**config.mk**
```make
export PLATFORM = sky130hd
export DESIGN_NAME = fetch_sequencer
export DESIGN_NICKNAME = d
export VERILOG_FILES = /design/src/rtl/fetch_sequencer.sv
export SDC_FILE = /design/constraint.sdc
export NUM_CORES = 1
export LEC_CHECK = 0
export ABC_AREA = 0
export BUFFER_PORTS_ARGS = -buffer_cell sky130_fd_sc_hd__buf_4
export CAP_MARGIN = 20
export CORE_MARGIN = 4
export CORE_UTILIZATION = 50
export CTS_CLUSTER_SIZE = 10
export DETAILED_ROUTE_END_ITERATION = 10
export HOLD_SLACK_MARGIN = 0.06
export PLACE_DENSITY = 0.8
export SYNTH_ARGS = -nofsm -noshare
export SYNTH_HDL_FRONTEND = slang
export SYNTH_SLANG_ARGS = --single-unit
```
**constraint.sdc**
```tcl
create_clock -name clk -period 2.6 [get_ports clk]
set_clock_uncertainty 0.15 [all_clocks]
set_input_delay 0.13 -clock clk [delete_from_list [all_inputs] [get_ports clk]]
set_output_delay 0.13 -clock clk [all_outputs]
set_load 0.02 [all_outputs]
```
**src/rtl/fetch_sequencer.sv**
```systemverilog
// Instruction-fetch sequencer: owns the PC, loads IF/ID, and handles stall, redirect/squash and HALT_WORD.
// Optional FETCH_PERF_EN adds saturating fetch_count/stall_count ports.
module fetch_sequencer #(
  parameter logic [15:0] RESET_PC  = 16'h0000,
  parameter logic [15:0] HALT_WORD = 16'hEFFF,
  parameter logic [15:0] NOP_WORD  = 16'h0000,
  parameter logic [15:0] PC_STEP   = 16'd2
) (
  input  logic        clk,
  input  logic        rst_n,
  output logic [15:0] imem_addr,
  input  logic [15:0] imem_instr,
  input  logic        stall,
  input  logic        redirect,
  input  logic [15:0] redirect_pc,
  input  logic        resume,
  output logic [15:0] ifid_instr,
  output logic [15:0] ifid_pc_plus2,
  output logic        ifid_valid,
  output logic        halted
`ifdef FETCH_PERF_EN
  ,
  output logic [15:0] fetch_count,
  output logic [15:0] stall_count
`endif
);

  typedef enum logic {RUN, HALTED} state_t;

  typedef struct packed {
    logic [15:0] instr;
    logic [15:0] pc_plus2;
    logic        valid;
  } ifid_t;

  state_t      state, state_n;
  logic [15:0] pc, pc_n;
  ifid_t       ifid, ifid_n;
  logic        fetch_fire;
  logic        run_stall;

  always_ff @(posedge clk or negedge rst_n) begin
    if (!rst_n) begin
      state         <= RUN;
      pc            <= RESET_PC;
      ifid.instr    <= NOP_WORD;
      ifid.pc_plus2 <= 16'h0000;
      ifid.valid    <= 1'b0;
    end else begin
      state <= state_n;
      pc    <= pc_n;
      ifid  <= ifid_n;
    end
  end

  always_comb begin
    state_n    = state;
    pc_n       = pc;
    ifid_n     = ifid;
    fetch_fire = 1'b0;
    run_stall  = 1'b0;
    if (redirect) begin
      // Squash whatever was fetched on the wrong path; also cancels a halt.
      pc_n            = redirect_pc & 16'hFFFE;
      ifid_n.instr    = NOP_WORD;
      ifid_n.pc_plus2 = 16'h0000;
      ifid_n.valid    = 1'b0;
      state_n         = RUN;
    end else if (state == RUN) begin
      if (stall) begin
        run_stall = 1'b1;
      end else begin
        ifid_n.instr    = imem_instr;
        ifid_n.pc_plus2 = pc + PC_STEP;
        ifid_n.valid    = 1'b1;
        fetch_fire      = 1'b1;
        if (imem_instr == HALT_WORD) state_n = HALTED;
        else                         pc_n    = pc + PC_STEP;
      end
    end else if (!stall) begin
      // Halt word has left ID once stall drops; bubbles follow until resume.
      ifid_n.instr    = NOP_WORD;
      ifid_n.pc_plus2 = 16'h0000;
      ifid_n.valid    = 1'b0;
      if (resume) begin
        pc_n    = pc + PC_STEP;
        state_n = RUN;
      end
    end
  end

  assign imem_addr     = pc;
  assign ifid_instr    = ifid.instr;
  assign ifid_pc_plus2 = ifid.pc_plus2;
  assign ifid_valid    = ifid.valid;
  assign halted        = (state == HALTED);

`ifdef FETCH_PERF_EN
  always_ff @(posedge clk or negedge rst_n) begin
    if (!rst_n) begin
      fetch_count <= 16'h0000;
      stall_count <= 16'h0000;
    end else begin
      if (fetch_fire && fetch_count != 16'hFFFF) fetch_count <= fetch_count + 16'd1;
      if (run_stall  && stall_count != 16'hFFFF) stall_count <= stall_count + 16'd1;
    end
  end
`else
  logic unused_perf;
  assign unused_perf = fetch_fire ^ run_stall;
`endif

endmodule

```
==> run metrics, run 1 <==
P_int 1.38 mW; Pre-antenna DRT Iters 4; drt initial violations 231; I/O Pins 87; maximum VDD drop 349 uV; Hold Startpoint redirect_pc[4]; hold-critical path depth 3; DRC 0; CP arrival 2480 ps; Max H-tree Level 2; clock power share 28.3%; Avg Inst Size Synth 11.0 um2; DRT Wirelength 7170 um; clock root cell clkbuf_8; Finished Layout Cells 403; maximum fanout along the worst path 6; share of layout cells above drive strength 1 31.6%; Pins Over Slew Limit 0; global-route wire length before repair 11700 um; largest net degree at the start of global routing 50; TritonCTS clock tree built; cells on worst reg2reg path 5; fmax 420 MHz; Tot Pwr 1.97 mW; die height 78.3 um; Via Count 2344; Synth Instances 224; Hold Crit Class primary input to register; fin area 3580 um2; CP startpoint kind primary input; sw frac 29.7%; worst flop-to-flop path endpoint imem_addr[13]; initial antenna violation count 1; initial core utilization 51.9%; HPWL after detailed placement 4680 um; Comb pwr share 25.7%; number of I/O port buffers 84; Die Footprint 6130 um2; Power Density 549 nW/um2; worst slew pin tran 846 ps; Max-Cap Viols 0; Post-synth EDFFs 0; Overall Global Routing Usage 24.4%; # rows 25; largest area contributor in the netlist dfrtp_1; post-route setup TNS 0 ps; Period minus WS final 2380 ps; sequential share of the synthesized area 49.6%; Syn. warnings 0; largest cells by area after synthesis dfrtp_1 50%, a22o_1 12%, xnor2_1 4.3%, a221o_1 2.8%, nor2_1 1.8%; critical path capture point type register; RSZ-0062 raised after global routing no; Post-CTS Repair Setup Buffers 0; Nets 372; ys async rst share 100%; Inst Count DP 361; Mapped Nets 262; DR vias/cell 5.82; Tcrit/Tclk final 91.6%; later-pin clock latency in the skew report 300 ps; Antenna Nets Post-Route 0; Core Region 4750 um2; switching power 584 uW; final hold viol count 0; critical path class primary input to register; Sink Count 49; Clock transition at path regs 90 ps; Reg2Reg Setup Slack 450 ps; Die Wd 78.3 um; routed length per instance 17.8 um; Yosys reg bits 49; status complete, no violations; fillers 344; most frequent cell after synthesis dfrtp_1; Required @ worst endpoint 2690 ps; gpl congestion 0.829; clk buf depth 2; Cell Area, Synth 2470 um2; hold endpoint imem_addr[4]; Inserted Clock Buffers 5; dpl cell area 3130 um2; final setup fails 0; ys flop type dfrtp_1; Cell variety after synth 49; Synth top area share 49.6%; worst hold margin 87.1 ps; Commonest cells post-synth 49 x dfrtp_1, 34 x a22o_1, 12 x nor2_1, 12 x xnor2_1, 11 x inv_1; Flop pwr share 46.1%; vias in the first global route 2330; Max-slew headroom 43.6%; RR Startpoint imem_addr[2]; Layout area overhead 45.0%; P_leak 1.68 nW; GRT overflow 0
## worst max-delay path by stage
stage	slack (ps)	depth (start not counted)	start	to
after floorplan	510	6	imem_addr[1]	imem_addr[13]
after global placement	520	5	imem_addr[1]	imem_addr[13]
after detailed placement	470	5	imem_addr[2]	imem_addr[13]
after CTS	200	7	imem_instr[12]	halted
after global routing	80	7	imem_instr[12]	halted
final	220	7	imem_instr[12]	halted
## per-stage QoR
| step | worst slack [ps] | utilization [%] |
|---|---|---|
| 2_1_floorplan | 514 | - |
| 3_3_place_gp | 519 | 65.9 |
| 3_5_place_dp | 472 | 65.9 |
| 4_1_cts | 200 | 75.3 |
| 5_1_grt | 75.1 | 75.3 |
| 6_report | 220 | 75.3 |
## placed cells by master (no fill, tap or decap), types with 2 or more instances in the layout
| cell type | instances |
|---|---|
| o31ai_1 | 3 |
| nand4_1 | 7 |
| o221ai_1 | 2 |
| a22oi_1 | 3 |
| dfrtp_1 | 49 |
| nand2_1 | 5 |
| buf_4 | 86 |
| nor2_1 | 10 |
| a221oi_1 | 2 |
| o311a_1 | 3 |
| nor4_2 | 2 |
| xnor2_1 | 12 |
| a31oi_1 | 2 |
| clkbuf_8 | 6 |
| nand3_1 | 8 |
| a21oi_1 | 6 |
| dlygate4sd3_1 | 33 |
| o21ai_0 | 2 |
| nor2_2 | 3 |
| o22ai_1 | 4 |
| mux2_2 | 2 |
| inv_1 | 11 |
| a211oi_1 | 3 |
| and3_1 | 3 |
| a22o_1 | 34 |
| o221a_1 | 2 |
| a221o_1 | 7 |
| nor3_1 | 3 |
## routing by layer
metal / vias to the layer above / part of all wire (%) / GRT usage [%]
met5: - / 0 / 0
met4: 0 / 2.4 / 10.5
met3: 17 / 7.2 / 3.44
met2: 109 / 49 / 39.6
met1: 1127 / 41 / 32.6
li1: 1091 / - / -
## sequential cells by signal, summed over array words and instances, names as in the netlist
name,cells
ifid_valid,1
ifid_instr,16
ifid_pc_plus2,16
imem_addr,15
halted,1
## power by group through the flow
stage / combinational, mW / clock [mW] / sequential [mW]
after floorplan: 0.186 / 0 / 0.981
after global placement: 0.457 / 0 / 0.915
after detailed placement: 0.465 / 0 / 0.918
after CTS: 0.504 / 0.561 / 0.903
after global routing: 0.543 / 0.595 / 0.917
final: 0.504 / 0.556 / 0.906
## cell families after synthesis
family	count (synthesis)	synth area share, %
AOI/OAI and AO/OA	78	26.0
and+or+nand+nor	51	13.0
DFF	49	49.6
muxes	3	1.37
xor gates and xnor gates	13	4.61
buffers and inverters	28	4.71
adders and majority gates	1	0.507
other	1	0.152
## critical path, stage by stage
cell           delay [ps]
dlygate4sd3_1         530
buf_4                 130
nand4b_1              260
nor4_4                490
a21oi_1               130
a311oi_1              230
dlygate4sd3_1         570
## layout make-up
class	count	area, um2	area share (%)
clock buffers	7	86.3	2.41
diodes	1	2.50	0.0699
multi-input cells	147	1130	31.6
inverters	12	45.0	1.26
well taps	67	83.8	2.34
clock inverters	1	30.0	0.838
flip-flops and latches	49	1230	34.2
repair buffers	119	976	27.2
## repair_timing
| item | 4_1_cts | 5_1_grt |
|---|---|---|
| hold buffers | 33 | 0 |
| gates resized for setup | 0 | 0 |
| endpoints found under the hold margin | 80 | 0 |
Note: power is estimated with default switching activity, not from simulation.
==> run 2, diff against run 1 <==
--- a/config.mk
+++ b/config.mk
@@ -5,15 +5,15 @@
 export SDC_FILE = /design/constraint.sdc
 export NUM_CORES = 1
 export LEC_CHECK = 0
-export ABC_AREA = 0
+export ABC_AREA = 1
 export BUFFER_PORTS_ARGS = -buffer_cell sky130_fd_sc_hd__buf_4
 export CAP_MARGIN = 20
 export CORE_MARGIN = 4
-export CORE_UTILIZATION = 50
+export CORE_UTILIZATION = 49
 export CTS_CLUSTER_SIZE = 10
 export DETAILED_ROUTE_END_ITERATION = 10
 export HOLD_SLACK_MARGIN = 0.06
-export PLACE_DENSITY = 0.8
+export PLACE_DENSITY = 0.79
 export SYNTH_ARGS = -nofsm -noshare
 export SYNTH_HDL_FRONTEND = slang
 export SYNTH_SLANG_ARGS = --single-unit
==> run 2 against run 1 <==
First-iteration DRC count down 37%. Via count down 1.7%. Clock-buffer cell count down 2. Worst hold slack worse by 12 ps. Final cell count up 16%. Design area down 3.0%. Utilization down 2.3 points. Largest power group unchanged.
==> run metrics, run 2 <==
clock root cell clkbuf_8; post-route setup TNS 0 ps; initial core utilization 50.9%; Commonest cells post-synth 114 x nand2_1, 49 x dfrtp_1, 18 x a22o_1; dpl cell area 3070 um2; multi-input logic area 1050 um2; die height 78.3 um; Post-synth EDFFs 0; worst slew pin tran 699 ps; worst flop-to-flop path endpoint ifid_pc_plus2[10]; Die Wd 78.3 um; Max H-tree Level 2; DRT Wirelength 6440 um; smallest setup slack after layout 642 ps; Yosys reg bits 49; Cell Area, Synth 2420 um2; Synth top area share 50.7%; # diodes 0; post-synthesis mux area share 0%; CP arrival 2050 ps; largest cells by area after synthesis dfrtp_1 51%, nand2_1 18%, a22o_1 6.5%, o21ai_0 3.1%, nand3_1 2.5%; FF/Latch Area 1230 um2; most frequent cell after synthesis nand2_1; later-pin clock latency in the skew report 300 ps; Clock transition at path regs 90 ps; status complete, no violations; RR Startpoint halted; ys async rst share 100%; HPWL after detailed placement 4370 um; cells on worst reg2reg path 5; gpl congestion 0.765; Synth Area in XOR/XNOR 2.53%; grt met2 use 38.4%; sw frac 32.7%; largest family of logic cells by synthesized area simple AND/OR/NAND/NOR gates; routed length per instance 13.7 um; critical path class register to register; final setup fails 0; Sink Count 49; maximum fanout along the worst path 22; P_int 1.23 mW; # rows 25; Synth Instances 289; CP startpoint kind register; Antenna Nets Post-Route 0; Max-Cap Viols 0; fin area 3470 um2; Period minus WS final 1960 ps; switching power 596 uW; Core Util, Final 73.1%; Nets 439; RSZ-0062 raised after global routing no; Comb pwr share 26.4%; clk buf depth 2; Required @ worst endpoint 2690 ps; Reg2Reg Setup Slack 640 ps; fillers 384; worst hold margin 74.8 ps; Synth Area in Adders 0.517%; Die Footprint 6120 um2; clock power share 24.3%; critical path capture point type register; vias in the first global route 2318; Overall Global Routing Usage 22.1%; largest area contributor in the netlist dfrtp_1; Max-slew headroom 53.3%; Pre-antenna DRT Iters 4; Via Count 2305; simple-gate area share of the yosys netlist 28.8%; TritonCTS clock tree built; number of I/O port buffers 84; initial antenna violation count 0; GRT overflow 0; Layout area overhead 43.7%; Hold Startpoint redirect_pc[14]; Mapped Nets 327; final hold viol count 0; Avg Inst Size Synth 8.37 um2; DRC 0; Hold Crit Class primary input to register; sequential share of the synthesized area 50.7%; hold-critical path depth 5; DR vias/cell 4.91; maximum VDD drop 349 uV; Inserted Clock Buffers 5; P_leak 1.83 nW; ys flop type dfrtp_1; fmax 511 MHz; share of layout cells above drive strength 1 27.6%; GR peak layer met2; Syn. warnings 0; hold endpoint imem_addr[14]; commonest non-fill, non-tap cells in the layout 114 x nand2_1, 85 x buf_4, 49 x dfrtp_1, 32 x dlygate4sd3_1, 18 x a22o_1; Power Density 525 nW/um2; Cell variety after synth 28; most common cell after layout, fill and taps aside nand2_1; Synth Area in Compound Gates 11.3%; met1 Track Usage GR 28.3%; Core Region 4750 um2; Pins Over Slew Limit 0; met3 GRT Util 4.93%; global-route wire length before repair 10800 um; Flop pwr share 49.3%; drt initial violations 145; pre-CTS setup slack 645 ps; Tcrit/Tclk final 75.3%; largest net degree at the start of global routing 50; I/O Pins 87
run 2: cell types whose count changed in the layout (fill, tap and decap cells not counted), moves of 4 or more:
cell,delta
nor2_1,+4
a221o_1,-7
o21ai_0,+13
xnor2_1,-8
nor2_4,+4
a22o_1,-16
o22ai_1,-4
nand3_1,+4
nand2_2,+4
inv_1,+5
nand2_1,+109
run 2: cell type report:
| cell class | count | share of cell area, % |
|---|---|---|
| sequential | 49 | 35.3 |
| clock buffer | 5 | 1.98 |
| inverter | 19 | 2.05 |
| multi-input combinational | 209 | 30.2 |
| clock inverter | 3 | 0.504 |
| timing repair buffer | 117 | 27.6 |
| tap | 67 | 2.41 |
run 2: through the flow:
step,total power [mW],std cells
finish,1.82,469
global route,1.92,469
CTS,1.83,469
detailed placement,1.35,429
global placement,1.34,429
floorplan,1.15,289
run 2: routing by layer:
layer	routed length [um]	share of wire (%)
met1	2850	44
met2	3190	50
met3	352	5.5
met4	46	0.71
met5	0	0
run 2: power groups by stage:
stage / combinational (mW) / sequential [mW] / clock [mW]
6_report: 0.482 / 0.898 / 0.443
5_1_grt: 0.526 / 0.909 / 0.488
4_1_cts: 0.482 / 0.897 / 0.450
3_5_place_dp: 0.443 / 0.911 / 0
3_3_place_gp: 0.433 / 0.910 / 0
2_1_floorplan: 0.165 / 0.981 / 0
run 2: kinds of logic after synthesis:
kind of cell    Yosys count
compound gates           40
buf+inv                  31
fa+ha+maj                 1
flops                    49
xor+xnor                  7
simple gates            160
other cells               1
run 2: what timing repair did:
item | in CTS | in global routing
buffers inserted | 0 | 0
hold endpoints to repair | 80 | 0
hold buffers | 32 | 0
resized for setup | 0 | 0
run 2: worst max path at each step:
stage / slack (ps) / cells past startpoint / to / start
floorplan: 970 / 9 / imem_addr[9] / imem_addr[1]
global placement: 740 / 5 / ifid_pc_plus2[12] / halted
detailed placement: 640 / 5 / ifid_pc_plus2[10] / halted
CTS: 630 / 5 / ifid_pc_plus2[10] / halted
global route: 480 / 5 / ifid_pc_plus2[10] / halted
finish: 640 / 5 / ifid_pc_plus2[10] / halted
run 2: critical path, cell delays in order (launching register included):
cell,delay (ps)
dfrtp_1,440
nor2_1,180
nand2_1,260
inv_1,610
nand3_1,170
nand2_1,90
==> run 3, diff against run 2 <==
==> constraint.sdc (replaced) <==
create_clock -name clk -period 2 [get_ports clk]
set_clock_uncertainty 0.15 [all_clocks]
set_input_delay 0.1 -clock clk [delete_from_list [all_inputs] [get_ports clk]]
set_output_delay 0.1 -clock clk [all_outputs]
set_load 0.02 [all_outputs]
==> run 3 against run 2 <==
Via count grew 2.8%. Critical path type is now primary input to register. Clock-buffer cell count stayed put. Setup slack lost 370 ps. Sequential share of layout area decreased by 0.25 points. First-iteration DRC count is 15% lower. Largest power group unchanged. Worst hold slack improved by 12 ps. Non-clock buffer count rose by 3. Flip-flop and latch count unchanged. Final cell count up 0.64%.
==> run metrics, run 3 (synthesis gave the netlist of run 2 again) <==
Antenna Nets Post-Route 0; dpl cell area 3080 um2; worst hold margin 87.2 ps; initial core utilization 50.9%; critical path capture point type register; Pre-antenna DRT Iters 4; CP cell instances dlygate4sd3_1, buf_4, inv_1, nand2_1, nor2_1, nand2_1, nor2_2, nand2_2, nand2_4, inv_2, nand2_1, nand2_1; Flop pwr share 49.1%; P_int 1.60 mW; Required @ worst endpoint 2050 ps; Max-slew headroom 60.5%; sw frac 32.7%; P_leak 1.84 nW; DR vias/cell 5.02; crit-path leading delay family buffers and inverters; Pins Over Slew Limit 0; drt initial violations 123; Clock transition at path regs 90 ps; Finished Layout Cells 472; global-route wire length before repair 10800 um; Tot Pwr 2.37 mW; routed length per instance 14.0 um; # diodes 0; Die Wd 78.3 um; Core Region 4750 um2; I/O Pins 87; fin area 3500 um2; HPWL after detailed placement 4470 um; DRT Wirelength 6590 um; post-route setup TNS 0 ps; clock power share 24.2%; clk buf depth 2; share of layout cells above drive strength 1 27.9%; Max-Cap Viols 0; # rows 25; RSZ-0062 raised after global routing no; WP buf/inv 4; Hold Crit Class primary input to register; GRT overflow 0; largest net degree at the start of global routing 50; Layout area overhead 44.7%; slowest CP cell dlygate4sd3_1; CP endpoint imem_addr[7]; worst slew pin tran 592 ps; Inst Count DP 431; Die Footprint 6120 um2; Comb pwr share 26.7%; Levels on crit path 12; CP startpoint kind primary input; post-CTS sizing 0; Nets 442; RR Startpoint imem_addr[1]; maximum VDD drop 442 uV; TritonCTS clock tree built; most common cell after layout, fill and taps aside nand2_1; die height 78.3 um; commonest non-fill, non-tap cells in the layout 114 x nand2_1, 87 x buf_4, 49 x dfrtp_1, 33 x dlygate4sd3_1, 18 x a22o_1; Power Density 678 nW/um2; critical path class primary input to register; Period minus WS final 1730 ps; switching power 775 uW; most frequent CP cell nand2_1; Critical Path Max Stage Delay 540 ps; Inserted Clock Buffers 5; clock root cell clkbuf_8; final setup fails 0; number of I/O port buffers 84; cells on worst reg2reg path 10; status complete, no violations; initial antenna violation count 0; Sink Count 49; Max H-tree Level 2; DRC 0; CP arrival 1780 ps; Tcrit/Tclk final 86.3%; maximum fanout along the worst path 19; Worst Setup SP imem_instr[12]; Overall Global Routing Usage 22.3%; later-pin clock latency in the skew report 300 ps; final hold viol count 0; Reg2Reg Setup Slack 340 ps; fmax 580 MHz; worst flop-to-flop path endpoint imem_addr[13]; gpl congestion 0.755; vias in the first global route 2361; Via Count 2369
-- run 3: cell types whose count changed in the layout (fill, tap and decap cells not counted) --
cell	previous run	this run
dlygate4sd3_1	32	33
buf_4	85	87
-- run 3: metrics by stage --
step	setup WS, ps	util (%)
6_report	275	73.6
5_1_grt	131	73.6
4_1_cts	244	73.6
3_5_place_dp	347	64.8
3_3_place_gp	388	64.8
2_1_floorplan	366	-
-- run 3: cell type report --
type	instances	area, um2
Fill cell	385	1250
Sequential cell	49	1230
Multi-Input combinational cell	209	1050
Timing Repair Buffer	120	983
Tap cell	67	83.8
Inverter	19	71.3
Clock buffer	5	68.8
Clock inverter	3	17.5
-- run 3: worst register-to-register path: cells and delay by family (launching register included) --
| kind | cells | cell delay (ps) |
|---|---|---|
| adders and majority gates | 1 | 230 |
| buffers and inverters | 1 | 120 |
| DFF | 1 | 460 |
| and+or+nand+nor | 8 | 610 |
-- run 3: worst min path at each step --
stage	start	end	slack [ps]	depth (start not counted)
CTS	redirect	imem_addr[12]	80	5
finish	redirect	imem_addr[12]	90	5
global placement	rst_n	ifid_instr[10]	1	1
floorplan	rst_n	halted	-350	0
global route	redirect_pc[3]	imem_addr[3]	100	4
detailed placement	rst_n	ifid_instr[10]	2	1
-- run 3: timing repair --
item                                   4_1_cts  5_1_grt
endpoints found under the hold margin       81        0
hold buffers                                33        0
setup buffers                                0        0
-- run 3: power by group through the flow --
stage,clock network [mW],logic (mW),registers [mW]
2_1_floorplan,0,0.214,1.27
5_1_grt,0.629,0.690,1.18
6_report,0.574,0.633,1.17
3_5_place_dp,0,0.582,1.18
4_1_cts,0.593,0.634,1.17
3_3_place_gp,0,0.569,1.18
-- run 3: metal layers --
layer  up-vias  track usage (%)  part of all wire (%)
li1       1162                -                     -
met5         -                0                     0
met1      1112             27.0                    42
met2        86             40.2                    51
met3         9             4.59                   6.2
met4         0             5.77                   1.2
